<file path="src/rtl/var_dispatch_if.sv">
// Dispatcher bundle: run control, descriptor queue head, four worker lanes and the result port.
// slave is the dispatcher side, master is the environment (queue, workers, consumer).
interface var_dispatch_if #(
   parameter int W = 32
) ();
   logic           go;
   logic           busy;
   logic           done;

   logic           q_empty;
   logic [W-1:0]   q_si;
   logic [W-1:0]   q_ei;
   logic [W-1:0]   q_id;
   logic           q_pop;

   logic [3:0]     w_start;
   logic [4*W-1:0] w_si;
   logic [4*W-1:0] w_ei;
   logic [3:0]     w_done;
   logic [4*W-1:0] w_var;
   logic [4*W-1:0] w_mean;

   logic           res_valid;
   logic [W-1:0]   res_id;
   logic [W-1:0]   res_var;
   logic [W-1:0]   res_mean;
   logic           res_ready;

   modport slave (
      input  go, q_empty, q_si, q_ei, q_id, w_done, w_var, w_mean, res_ready,
      output busy, done, q_pop, w_start, w_si, w_ei, res_valid, res_id, res_var, res_mean
   );

   modport master (
      output go, q_empty, q_si, q_ei, q_id, w_done, w_var, w_mean, res_ready,
      input  busy, done, q_pop, w_start, w_si, w_ei, res_valid, res_id, res_var, res_mean
   );
endinterface

</file>
<file path="src/rtl/var_dispatch.sv">
// Round-robin dispatcher of index-range descriptors to four variance workers with result collection.
// Define VD_INORDER_EN to return results in dispatch order instead of slot order.
module var_dispatch #(
   parameter int W = 32
) (
   input logic           Clk,
   input logic           Rst,
   var_dispatch_if.slave bus
);
   localparam int NW = 4;

   typedef enum logic [1:0] {IDLE, RUN, DRAIN, FIN} stateT;
   typedef enum logic [1:0] {SLOT_FREE, SLOT_BUSY, SLOT_HELD} slotT;

   stateT         stateReg, stateNext;
   slotT          slotReg [NW];
   logic [W-1:0]  siReg   [NW];
   logic [W-1:0]  eiReg   [NW];
   logic [W-1:0]  idReg   [NW];
   logic [W-1:0]  varReg  [NW];
   logic [W-1:0]  meanReg [NW];
   logic [NW-1:0] startReg;
   logic [1:0]    dpReg;
   logic [1:0]    rpReg;

   logic          resValidReg;
   logic [1:0]    resSlotReg;
   logic [W-1:0]  resIdReg;
   logic [W-1:0]  resVarReg;
   logic [W-1:0]  resMeanReg;

   logic [NW-1:0] freeMask, busyMask, heldMask, eligMask, tagOk;
   logic [NW-1:0] dispOh, capOh, accOh;
   logic          dispFound, selFound;
   logic [1:0]    dispIdx, selIdx, selPtr;
   logic          dispatch, accept, loadRes;

   // First set bit of mask at or after ptr, wrapping; returns {found, index}.
   function automatic logic [2:0] pickRr(input logic [NW-1:0] mask, input logic [1:0] ptr);
      logic [2:0] r;
      logic [1:0] j;
      r = '0;
      for (int i = NW - 1; i >= 0; i--) begin
         j = ptr + 2'(i);
         if (mask[j]) r = {1'b1, j};
      end
      return r;
   endfunction

   for (genvar gi = 0; gi < NW; gi++) begin : gMask
      assign freeMask[gi] = (slotReg[gi] == SLOT_FREE);
      assign busyMask[gi] = (slotReg[gi] == SLOT_BUSY);
      assign heldMask[gi] = (slotReg[gi] == SLOT_HELD);
   end

`ifdef VD_INORDER_EN
   logic [7:0] dSeqReg, oSeqReg, oSeqEff;
   logic [7:0] tagReg [NW];

   // An acceptance this cycle advances the output sequence for a same-edge reload.
   assign oSeqEff = accept ? oSeqReg + 8'd1 : oSeqReg;

   for (genvar gi = 0; gi < NW; gi++) begin : gTag
      assign tagOk[gi] = (tagReg[gi] == oSeqEff);
   end

   always_ff @(posedge Clk or negedge Rst) begin
      if (!Rst) begin
         dSeqReg <= '0;
         oSeqReg <= '0;
         for (int k = 0; k < NW; k++) tagReg[k] <= '0;
      end else if (stateReg == IDLE && bus.go) begin
         dSeqReg <= '0;
         oSeqReg <= '0;
      end else begin
         if (dispatch) begin
            tagReg[dispIdx] <= dSeqReg;
            dSeqReg         <= dSeqReg + 8'd1;
         end
         if (accept) oSeqReg <= oSeqReg + 8'd1;
      end
   end
`else
   assign tagOk = '1;
`endif

   always_comb begin
      {dispFound, dispIdx} = pickRr(freeMask, dpReg);
      dispatch = Rst && (stateReg == RUN) && !bus.q_empty && dispFound;
      dispOh   = dispatch ? (NW'(1) << dispIdx) : '0;
      capOh    = bus.w_done & busyMask;
      accept   = resValidReg && bus.res_ready;
      accOh    = accept ? (NW'(1) << resSlotReg) : '0;
      // The slot being accepted must not be reloaded; search restarts just past it.
      eligMask = heldMask & ~accOh & tagOk;
      selPtr   = accept ? resSlotReg + 2'd1 : rpReg;
      {selFound, selIdx} = pickRr(eligMask, selPtr);
      loadRes  = (!resValidReg || accept) && selFound;
   end

   always_ff @(posedge Clk or negedge Rst) begin
      if (!Rst) begin
         for (int k = 0; k < NW; k++) begin
            slotReg[k] <= SLOT_FREE;
            siReg[k]   <= '0;
            eiReg[k]   <= '0;
            idReg[k]   <= '0;
            varReg[k]  <= '0;
            meanReg[k] <= '0;
         end
         startReg <= '0;
      end else begin
         startReg <= dispOh;
         for (int k = 0; k < NW; k++) begin
            if (dispOh[k]) begin
               slotReg[k] <= SLOT_BUSY;
               siReg[k]   <= bus.q_si;
               eiReg[k]   <= bus.q_ei;
               idReg[k]   <= bus.q_id;
            end else if (capOh[k]) begin
               slotReg[k] <= SLOT_HELD;
               varReg[k]  <= bus.w_var[k*W +: W];
               meanReg[k] <= bus.w_mean[k*W +: W];
            end else if (accOh[k]) begin
               slotReg[k] <= SLOT_FREE;
            end
         end
      end
   end

   always_ff @(posedge Clk or negedge Rst) begin
      if (!Rst) begin
         resValidReg <= 1'b0;
         resSlotReg  <= '0;
         resIdReg    <= '0;
         resVarReg   <= '0;
         resMeanReg  <= '0;
         rpReg       <= '0;
         dpReg       <= '0;
      end else begin
         if (loadRes) begin
            resValidReg <= 1'b1;
            resSlotReg  <= selIdx;
            resIdReg    <= idReg[selIdx];
            resVarReg   <= varReg[selIdx];
            resMeanReg  <= meanReg[selIdx];
         end else if (accept) begin
            resValidReg <= 1'b0;
         end
         if (accept)   rpReg <= resSlotReg + 2'd1;
         if (dispatch) dpReg <= dispIdx + 2'd1;
      end
   end

   always_ff @(posedge Clk or negedge Rst) begin
      if (!Rst) stateReg <= IDLE;
      else      stateReg <= stateNext;
   end

   always_comb begin
      stateNext = stateReg;
      case (stateReg)
         IDLE:    if (bus.go) stateNext = RUN;
         RUN:     if (bus.q_empty) stateNext = DRAIN;
         DRAIN: begin
            if (!bus.q_empty)    stateNext = RUN;
            else if (&freeMask)  stateNext = FIN;
         end
         FIN:     stateNext = IDLE;
         default: stateNext = IDLE;
      endcase
   end

   assign bus.busy      = (stateReg == RUN) || (stateReg == DRAIN);
   assign bus.done      = (stateReg == FIN);
   assign bus.q_pop     = dispatch;
   assign bus.w_start   = startReg;
   assign bus.res_valid = resValidReg;
   assign bus.res_id    = resIdReg;
   assign bus.res_var   = resVarReg;
   assign bus.res_mean  = resMeanReg;

   for (genvar gi = 0; gi < NW; gi++) begin : gOut
      assign bus.w_si[gi*W +: W] = siReg[gi];
      assign bus.w_ei[gi*W +: W] = eiReg[gi];
   end
endmodule

</file>
<file path="src/flat_wrapper.sv">
// flat-port wrapper written by rule: the top's interface ports become plain ports
module var_dispatch_flat 
#(
   parameter int W = 32
)
  (Clk, Rst, bus_go, bus_q_empty, bus_q_si, bus_q_ei, bus_q_id, bus_w_done, bus_w_var, bus_w_mean, bus_res_ready, bus_busy, bus_done, bus_q_pop, bus_w_start, bus_w_si, bus_w_ei, bus_res_valid, bus_res_id, bus_res_var, bus_res_mean);
  var_dispatch_if #(.W(W)) bus_i ();
  input logic Clk;
  input logic Rst;
  input wire logic [$bits(bus_i.go)-1:0] bus_go;
  input wire logic [$bits(bus_i.q_empty)-1:0] bus_q_empty;
  input wire logic [$bits(bus_i.q_si)-1:0] bus_q_si;
  input wire logic [$bits(bus_i.q_ei)-1:0] bus_q_ei;
  input wire logic [$bits(bus_i.q_id)-1:0] bus_q_id;
  input wire logic [$bits(bus_i.w_done)-1:0] bus_w_done;
  input wire logic [$bits(bus_i.w_var)-1:0] bus_w_var;
  input wire logic [$bits(bus_i.w_mean)-1:0] bus_w_mean;
  input wire logic [$bits(bus_i.res_ready)-1:0] bus_res_ready;
  output wire logic [$bits(bus_i.busy)-1:0] bus_busy;
  output wire logic [$bits(bus_i.done)-1:0] bus_done;
  output wire logic [$bits(bus_i.q_pop)-1:0] bus_q_pop;
  output wire logic [$bits(bus_i.w_start)-1:0] bus_w_start;
  output wire logic [$bits(bus_i.w_si)-1:0] bus_w_si;
  output wire logic [$bits(bus_i.w_ei)-1:0] bus_w_ei;
  output wire logic [$bits(bus_i.res_valid)-1:0] bus_res_valid;
  output wire logic [$bits(bus_i.res_id)-1:0] bus_res_id;
  output wire logic [$bits(bus_i.res_var)-1:0] bus_res_var;
  output wire logic [$bits(bus_i.res_mean)-1:0] bus_res_mean;
  assign bus_i.go = bus_go;
  assign bus_i.q_empty = bus_q_empty;
  assign bus_i.q_si = bus_q_si;
  assign bus_i.q_ei = bus_q_ei;
  assign bus_i.q_id = bus_q_id;
  assign bus_i.w_done = bus_w_done;
  assign bus_i.w_var = bus_w_var;
  assign bus_i.w_mean = bus_w_mean;
  assign bus_i.res_ready = bus_res_ready;
  assign bus_busy = bus_i.busy;
  assign bus_done = bus_i.done;
  assign bus_q_pop = bus_i.q_pop;
  assign bus_w_start = bus_i.w_start;
  assign bus_w_si = bus_i.w_si;
  assign bus_w_ei = bus_i.w_ei;
  assign bus_res_valid = bus_i.res_valid;
  assign bus_res_id = bus_i.res_id;
  assign bus_res_var = bus_i.res_var;
  assign bus_res_mean = bus_i.res_mean;
  var_dispatch #(.W(W)) u_core (.Clk(Clk), .Rst(Rst), .bus(bus_i));
endmodule
</file>
<file path="config.mk">
export PLATFORM = sky130hd
export DESIGN_NAME = var_dispatch_flat
export DESIGN_NICKNAME = d
export VERILOG_FILES = /design/src/rtl/var_dispatch_if.sv /design/src/rtl/var_dispatch.sv /design/src/flat_wrapper.sv
export SDC_FILE = /design/constraint.sdc
export NUM_CORES = 1
export LEC_CHECK = 0
export ABC_AREA = 1
export CAP_MARGIN = 25
export CORE_ASPECT_RATIO = 1.75
export CORE_UTILIZATION = 31
export CTS_CLUSTER_SIZE = 16
export DETAILED_ROUTE_END_ITERATION = 16
export MAX_ROUTING_LAYER = met4
export PLACE_DENSITY = 0.52
export SKIP_LAST_GASP = 1
export SYNTH_ARGS = -nofsm -noshare
export SYNTH_HDL_FRONTEND = slang
export SYNTH_SLANG_ARGS = --single-unit
</file>
<file path="constraint.sdc">
create_clock -name Clk -period 3.3 [get_ports Clk]
set_clock_uncertainty 0.15 [all_clocks]
set_input_delay 0.66 -clock Clk [delete_from_list [all_inputs] [get_ports Clk]]
set_output_delay 0.66 -clock Clk [all_outputs]
set_load 0.01 [all_outputs]
</file>
---- After elaboration in Yosys (flattened, before gate mapping) ----
Cells that the tools add are included.
cells by class
  add/sub/neg operators ................... 8
  magnitude comparators ................... 9
  eq/ne operators ......................... 14
  shift-type cells ........................ 2
  mux-type cells .......................... 55
  bitwise operators ....................... 8
  reductions and logical operators ........ 25
operators with widths
  kind                                                                   number
  32-bit binary-select mux with 2-bit select                             3
  32-bit two-way mux                                                     6
  2-bit two-way mux                                                      17
  2-bit by 3-bit < comparator with 1-bit output (second input constant)  8
  3-bit two-way mux                                                      8
  1-bit binary-select mux with 2-bit select                              8
  2-bit == test (second input constant)                                  6
  3-bit nonzero test                                                     4
  2-bit by 1-bit == test with 1-bit output (second input constant)       5
  2-bit logical NOT                                                      5
  1-bit two-way mux                                                      10
  2-bit by 1-bit adder with 2-bit output (second input constant)         4
  2-bit adder (second input constant)                                    4
  4-bit AND                                                              2
  4-bit two-way mux                                                      2
  2-bit one-hot mux with 4 select lines                                  1
  2-bit AND reduction                                                    4
  1-bit by 2-bit left shift with 4-bit output (first input constant)     2
  1-bit logical AND                                                      5
  2-bit inequality test (second input constant)                          2
  1-bit NOT                                                              4
  4-bit NOT                                                              1
  4-bit AND reduction                                                    1
  3-bit >= comparator (second input constant)                            1
  6 further kinds                                                        8
word-level totals
  flip-flop bits (word level) ............. 757
  input port bits ......................... 361
  output and inout port bits .............. 360

---- Longest topological paths before layout ----
  depth after elaboration ................. 14
  depth in mapped cells ................... 20
  gate-level depth less buffers ........... 18

---- Worst setup path after synthesis ----
No wires, ideal clock.
  kind .................................... register to register
  start point ............................. register u_core.slotReg[6] in the netlist's numbering
  end point ............................... register u_core.meanReg[30] in the netlist's numbering
  library setup time ...................... 0.125 ns
  arrival ................................. 2.212 ns
  required time ........................... 3.025 ns
  path slack .............................. 0.814 ns
  cell stages (with the launch flop) ...... 15
  buffers on the path ..................... 1
  path through ............................ dfrtp_1 > nor2_1 > nand2_1 > o21ai_1 > nand2_1 > nand2_1 > inv_1 > a21oi_1 > mux2_2 > inv_1 > ha_1 > nand2_1 > nand2_1 > buf_2 > mux2_2
between the ends
  word-level cells in the longest chain between the ends .. 11
ends and longest elaborated chain
  element                                                                                  RTL line                                text
  start, declared                                                                          var_dispatch.sv:16                      slotT slotReg [NW];
  start signal, assigned by index                                                          var_dispatch.sv:104                     slotReg[k] <= SLOT_FREE;
  start signal, assigned by index                                                          var_dispatch.sv:116                     slotReg[k] <= SLOT_BUSY;
  start signal, assigned by index                                                          var_dispatch.sv:121                     slotReg[k] <= SLOT_HELD;
  2-bit logical NOT (*)                                                                    var_dispatch.sv:51                      assign freeMask[gi] = (slotReg[gi] == SLOT_FREE);
  1-bit binary-select mux with 2-bit select                                                var_dispatch.sv:45                      if (mask[j]) r = {1'b1, j};
  1-bit two-way mux (implied by the code)                                                  var_dispatch.sv:45
  3-bit two-way mux (3 in series)                                                          var_dispatch.sv:45
  3-bit two-way mux (*)                                                                    var_dispatch.sv:45
  1-bit by 2-bit left shift with 4-bit output / 1-bit logical AND (equally long branches)  var_dispatch.sv:90, var_dispatch.sv:89
  4-bit two-way mux (*)                                                                    var_dispatch.sv:90                      dispOh = dispatch ? (NW'(1) << dispIdx) : '0;
  1-bit NOT (no line) (*)                                                                  n/a
  2-bit AND reduction (no line) (*)                                                        n/a
  end signal, assigned by index                                                            var_dispatch.sv:123                     meanReg[k] <= bus.w_mean[k*W +: W];
  end, declared                                                                            var_dispatch.sv:21                      logic [W-1:0] meanReg [NW];
Every way passes the cells marked *; elsewhere a longest branch is shown, timed or not. The select of a mux whose other input is x is not followed.
A chain may end at the register's enable or synchronous reset.

---- Final worst setup path ----
  start point ............................. register u_core.slotReg[4] in the netlist's numbering
  end point ............................... output bus_q_pop
between the ends
  word-level cells in the longest chain between the ends .. 8
ends and longest elaborated chain
  element                                    RTL line            text
  2-bit logical NOT (*)                      var_dispatch.sv:51
  1-bit binary-select mux with 2-bit select  var_dispatch.sv:45
  1-bit two-way mux (implied by the code)    var_dispatch.sv:45
  3-bit two-way mux (3 in series)            var_dispatch.sv:45
  3-bit two-way mux (*)                      var_dispatch.sv:45
  1-bit logical AND (*)                      var_dispatch.sv:89  dispatch = Rst && (stateReg == RUN) && !bus.q_empty && dispFound;
  end, declared                              flat_wrapper.sv:21  output wire logic [$bits(bus_i.q_pop)-1:0] bus_q_pop;
Marks and branches as above.

==> impl_metrics.toml <==
[placed_design]
dp_hpwl_um = 86000
dp.cells = 6075
gp_congestion = 0.879
io_buffers = 720

[yosys]
syn_area_per_cell_um2 = 8.08
synth_cell_type_count = 27
synthTopCellsByArea = "dfrtp_1 57%, nand2_1 18%, nand3_1 6.0%"
async_reset_ff_share_pct = 100
yosys.area.top_type = "dfrtp_1"
ys.warnings.count = 0
synthDominantCellAreaShare_pct = 57.4
synth_area_um2 = 33000
synth_edf_count = 0
ys.flop_type = "dfrtp_1"
synth_nets = 4456
ys_ff_latch = 757
syn-instance-count = 4082
ys_seq_area_share_pct = 57.4

[timing]
period_minus_slack_ns = 3.16
finalSetupViolCount = 0
maxSlewViolCount = 0
worst_pin_slew_ns = 0.952
finalHoldViolations = 0
fin_crit_sh_pct = 95.8
slew_headroom_pct = 36.5
max_freq_mhz = 316
rsz0062_at_grt = "true"

[drt]
vias = 29000
drc = 0
firstDrtPassIters = 5
postRouteAntennaNets = 0
detail_route.wl_per_cell_um = 19.4
finalWirelength_um = 121000
drt-vias-per-instance = 4.65
drt-initial-drc-count = 1908

[critical_path]
crit_type = "reg2out"
cp.required_ns = 2.49
worst_ep_arrival_time_ns = 2.35
crit_fanout = 9
start_kind = "register"
cp-end-kind = "output port"

[power]
total_leakage_power_uw = 0.0228
ir_worst_vdd_uv = 1120
p_total_uw = 56500
power.density_nw_per_um2 = 1240

[clocking]
clkTransAtPathRegs_ns = 0.06
clockRootBuffer = "clkbuf_16"
post-cts-setup-buffers = 0
max-clock-path-buffers = 3
cts_made_buffers = 77
htreeDepth = 3
cts_tree = "built"
clk-insertion-delay-late_ns = 0.68
cts_sinks = 757

[cells_and_area]
nets = 5169
syn_to_final_growth_pct = 37.7
drive_gt1_share_pct = 6.65
finalNonFillerCells = 6226

[global_route]
grt_start_max_net_pins = 145
grt_usage_pct = 23.1
antenna_found_initial = 14
grt_pass1_vias = 29300
grt_pass1_wl_um = 184000
gr-total-overflow = 0

[die]
dieHeight_um = 434
boundaryPins = 721
fp.dieW_um = 249
dieArea_um2 = 108000
start_util_pct = 31.2
coreArea_um2 = 106000
rows = 158

[run_status]
outcome = "finished, final reports clean"

[job]
maxCapViolCount = 0

[worst_hold_path]
hp-class = "reg2reg"
## layer usage
metal	global-route usage, %	share of wire [%]	vias up
met4	6.51	2.1	0
met5	-	0	-
met1	27.0	41	13900
met3	6.13	7.7	149
li1	-	-	14000
met2	39.1	49	924
## cell usage after synthesis, types with 2 or more instances
library cell	n
a21oi_1	258
buf_1	21
buf_2	150
buf_4	5
buf_6	13
clkbuf_1	56
dfrtp_1	757
ha_1	13
inv_1	414
inv_2	7
mux2_2	3
nand2_1	1548
nand2_2	11
nand2_4	4
nand3_1	395
nand3_2	2
nand4_1	3
nor2_1	268
o21ai_0	140
o21ai_1	4
o31ai_1	4
## final timing paths
kind	end	slack [ns]	cells past startpoint	start
max	bus_q_pop	0.14	8	u_core.slotReg[4]$_DFFE_PN0P_
min	u_core.bus.res_id[14]$_DFFE_PN0P_	0.33	2	u_core.bus.res_id[14]$_DFFE_PN0P_
max reg2reg	u_core.varReg[1]$_DFFE_PN0P_	0.23	15	u_core.slotReg[4]$_DFFE_PN0P_
min reg2reg	u_core.bus.res_id[14]$_DFFE_PN0P_	0.33	2	u_core.bus.res_id[14]$_DFFE_PN0P_
max in group asynchronous	u_core.idReg[2]$_DFFE_PN0P_	1.12	4	Rst
min in group asynchronous	u_core.varReg[80]$_DFFE_PN0P_	0.49	3	Rst
## area by class of cell
type	count	area [um2]
multi-input combinational	2658	11300
timing repair buffer	880	9110
antenna	12	30.0
clock buffer	110	2270
sequential	757	18900
fill	10600	60400
inverter	421	1600
clock inverter	28	428
tap	1360	1700
## flip-flops by register name, summed over array words and instances, names as in the netlist
name                  cells
u_core.slotReg            8
u_core.bus.res_mean      32
u_core.meanReg          128
u_core.idReg            128
u_core.varReg           128
u_core.stateReg           2
u_core.bus.res_var       32
u_core.bus.w_start        4
u_core.dpReg              2
u_core.bus.res_id        32
u_core.resSlotReg         2
u_core.bus.w_ei         128
u_core.bus.res_valid      1
u_core.bus.w_si         128
u_core.rpReg              2
## through the flow
step / util [%] / worst slack [ns] / hold WS, ns / setup TNS (ns) / area (um2)
CTS: 42.9 / 0.0381 / 0.332 / 0 / 45400
floorplan: - / 0.814 / 0.214 / 0 / 33000
detailed placement: 40.3 / -0.180 / 0.314 / -8.78 / 42700
finish: 42.9 / 0.140 / 0.326 / 0 / 45400
global placement: 40.3 / -0.172 / 0.311 / -7.37 / 42700
global route: 42.9 / -0.0624 / 0.348 / -0.0624 / 45400
## critical path, stage by stage (launching register included)
cell	delay, ns
dfrtp_1	0.41
inv_1	0.09
nand2_1	0.10
o21ai_1	0.25
nor2_1	0.10
nand2_1	0.10
nand4_1	0.10
inv_2	0.17
dlygate4sd2_1	0.37
## placed cells by master (no fill, tap or decap), types with 13 or more instances in the layout
cell and count:
clkdlybuf4s50_1 718, buf_12 56, clkbuf_1 16, ha_1 13, a21oi_1 258, inv_1 410, nor2_1 267, dfrtp_1 757
o21ai_0 139, nand3_1 395, clkbuf_8 13, clkbuf_16 81, buf_4 103, nand2_1 1539
## cell families after synthesis
kind of cell	Yosys count	share of synthesized area, %
AND/OR/NAND/NOR	2232	27.1
flip-flops	757	57.4
buffers and inverters	667	8.55
AO/OA/AOI/OAI	409	6.26
adder cells (fa/ha/maj)	13	0.493
multiplexers	3	0.102
XOR/XNOR	1	0.0266
## what timing repair did
| item | 4_1_cts | 5_1_grt |
|---|---|---|
| hold buffers | 1 | 0 |
| endpoints found under the hold margin | 112 | 0 |
| gates cloned | 0 | 0 |
| resized for setup | 2 | 2 |
| setup endpoints to repair | 1 | 35 |
## power by group
| group | switching (uW) | total (uW) | internal, uW |
|---|---|---|---|
| registers | 1870 | 15500 | 13700 |
| logic | 18500 | 31400 | 12900 |
| clock network | 3970 | 9540 | 5580 |
| total | 24400 | 56500 | 32200 |
(Power assumes the default switching activity.)
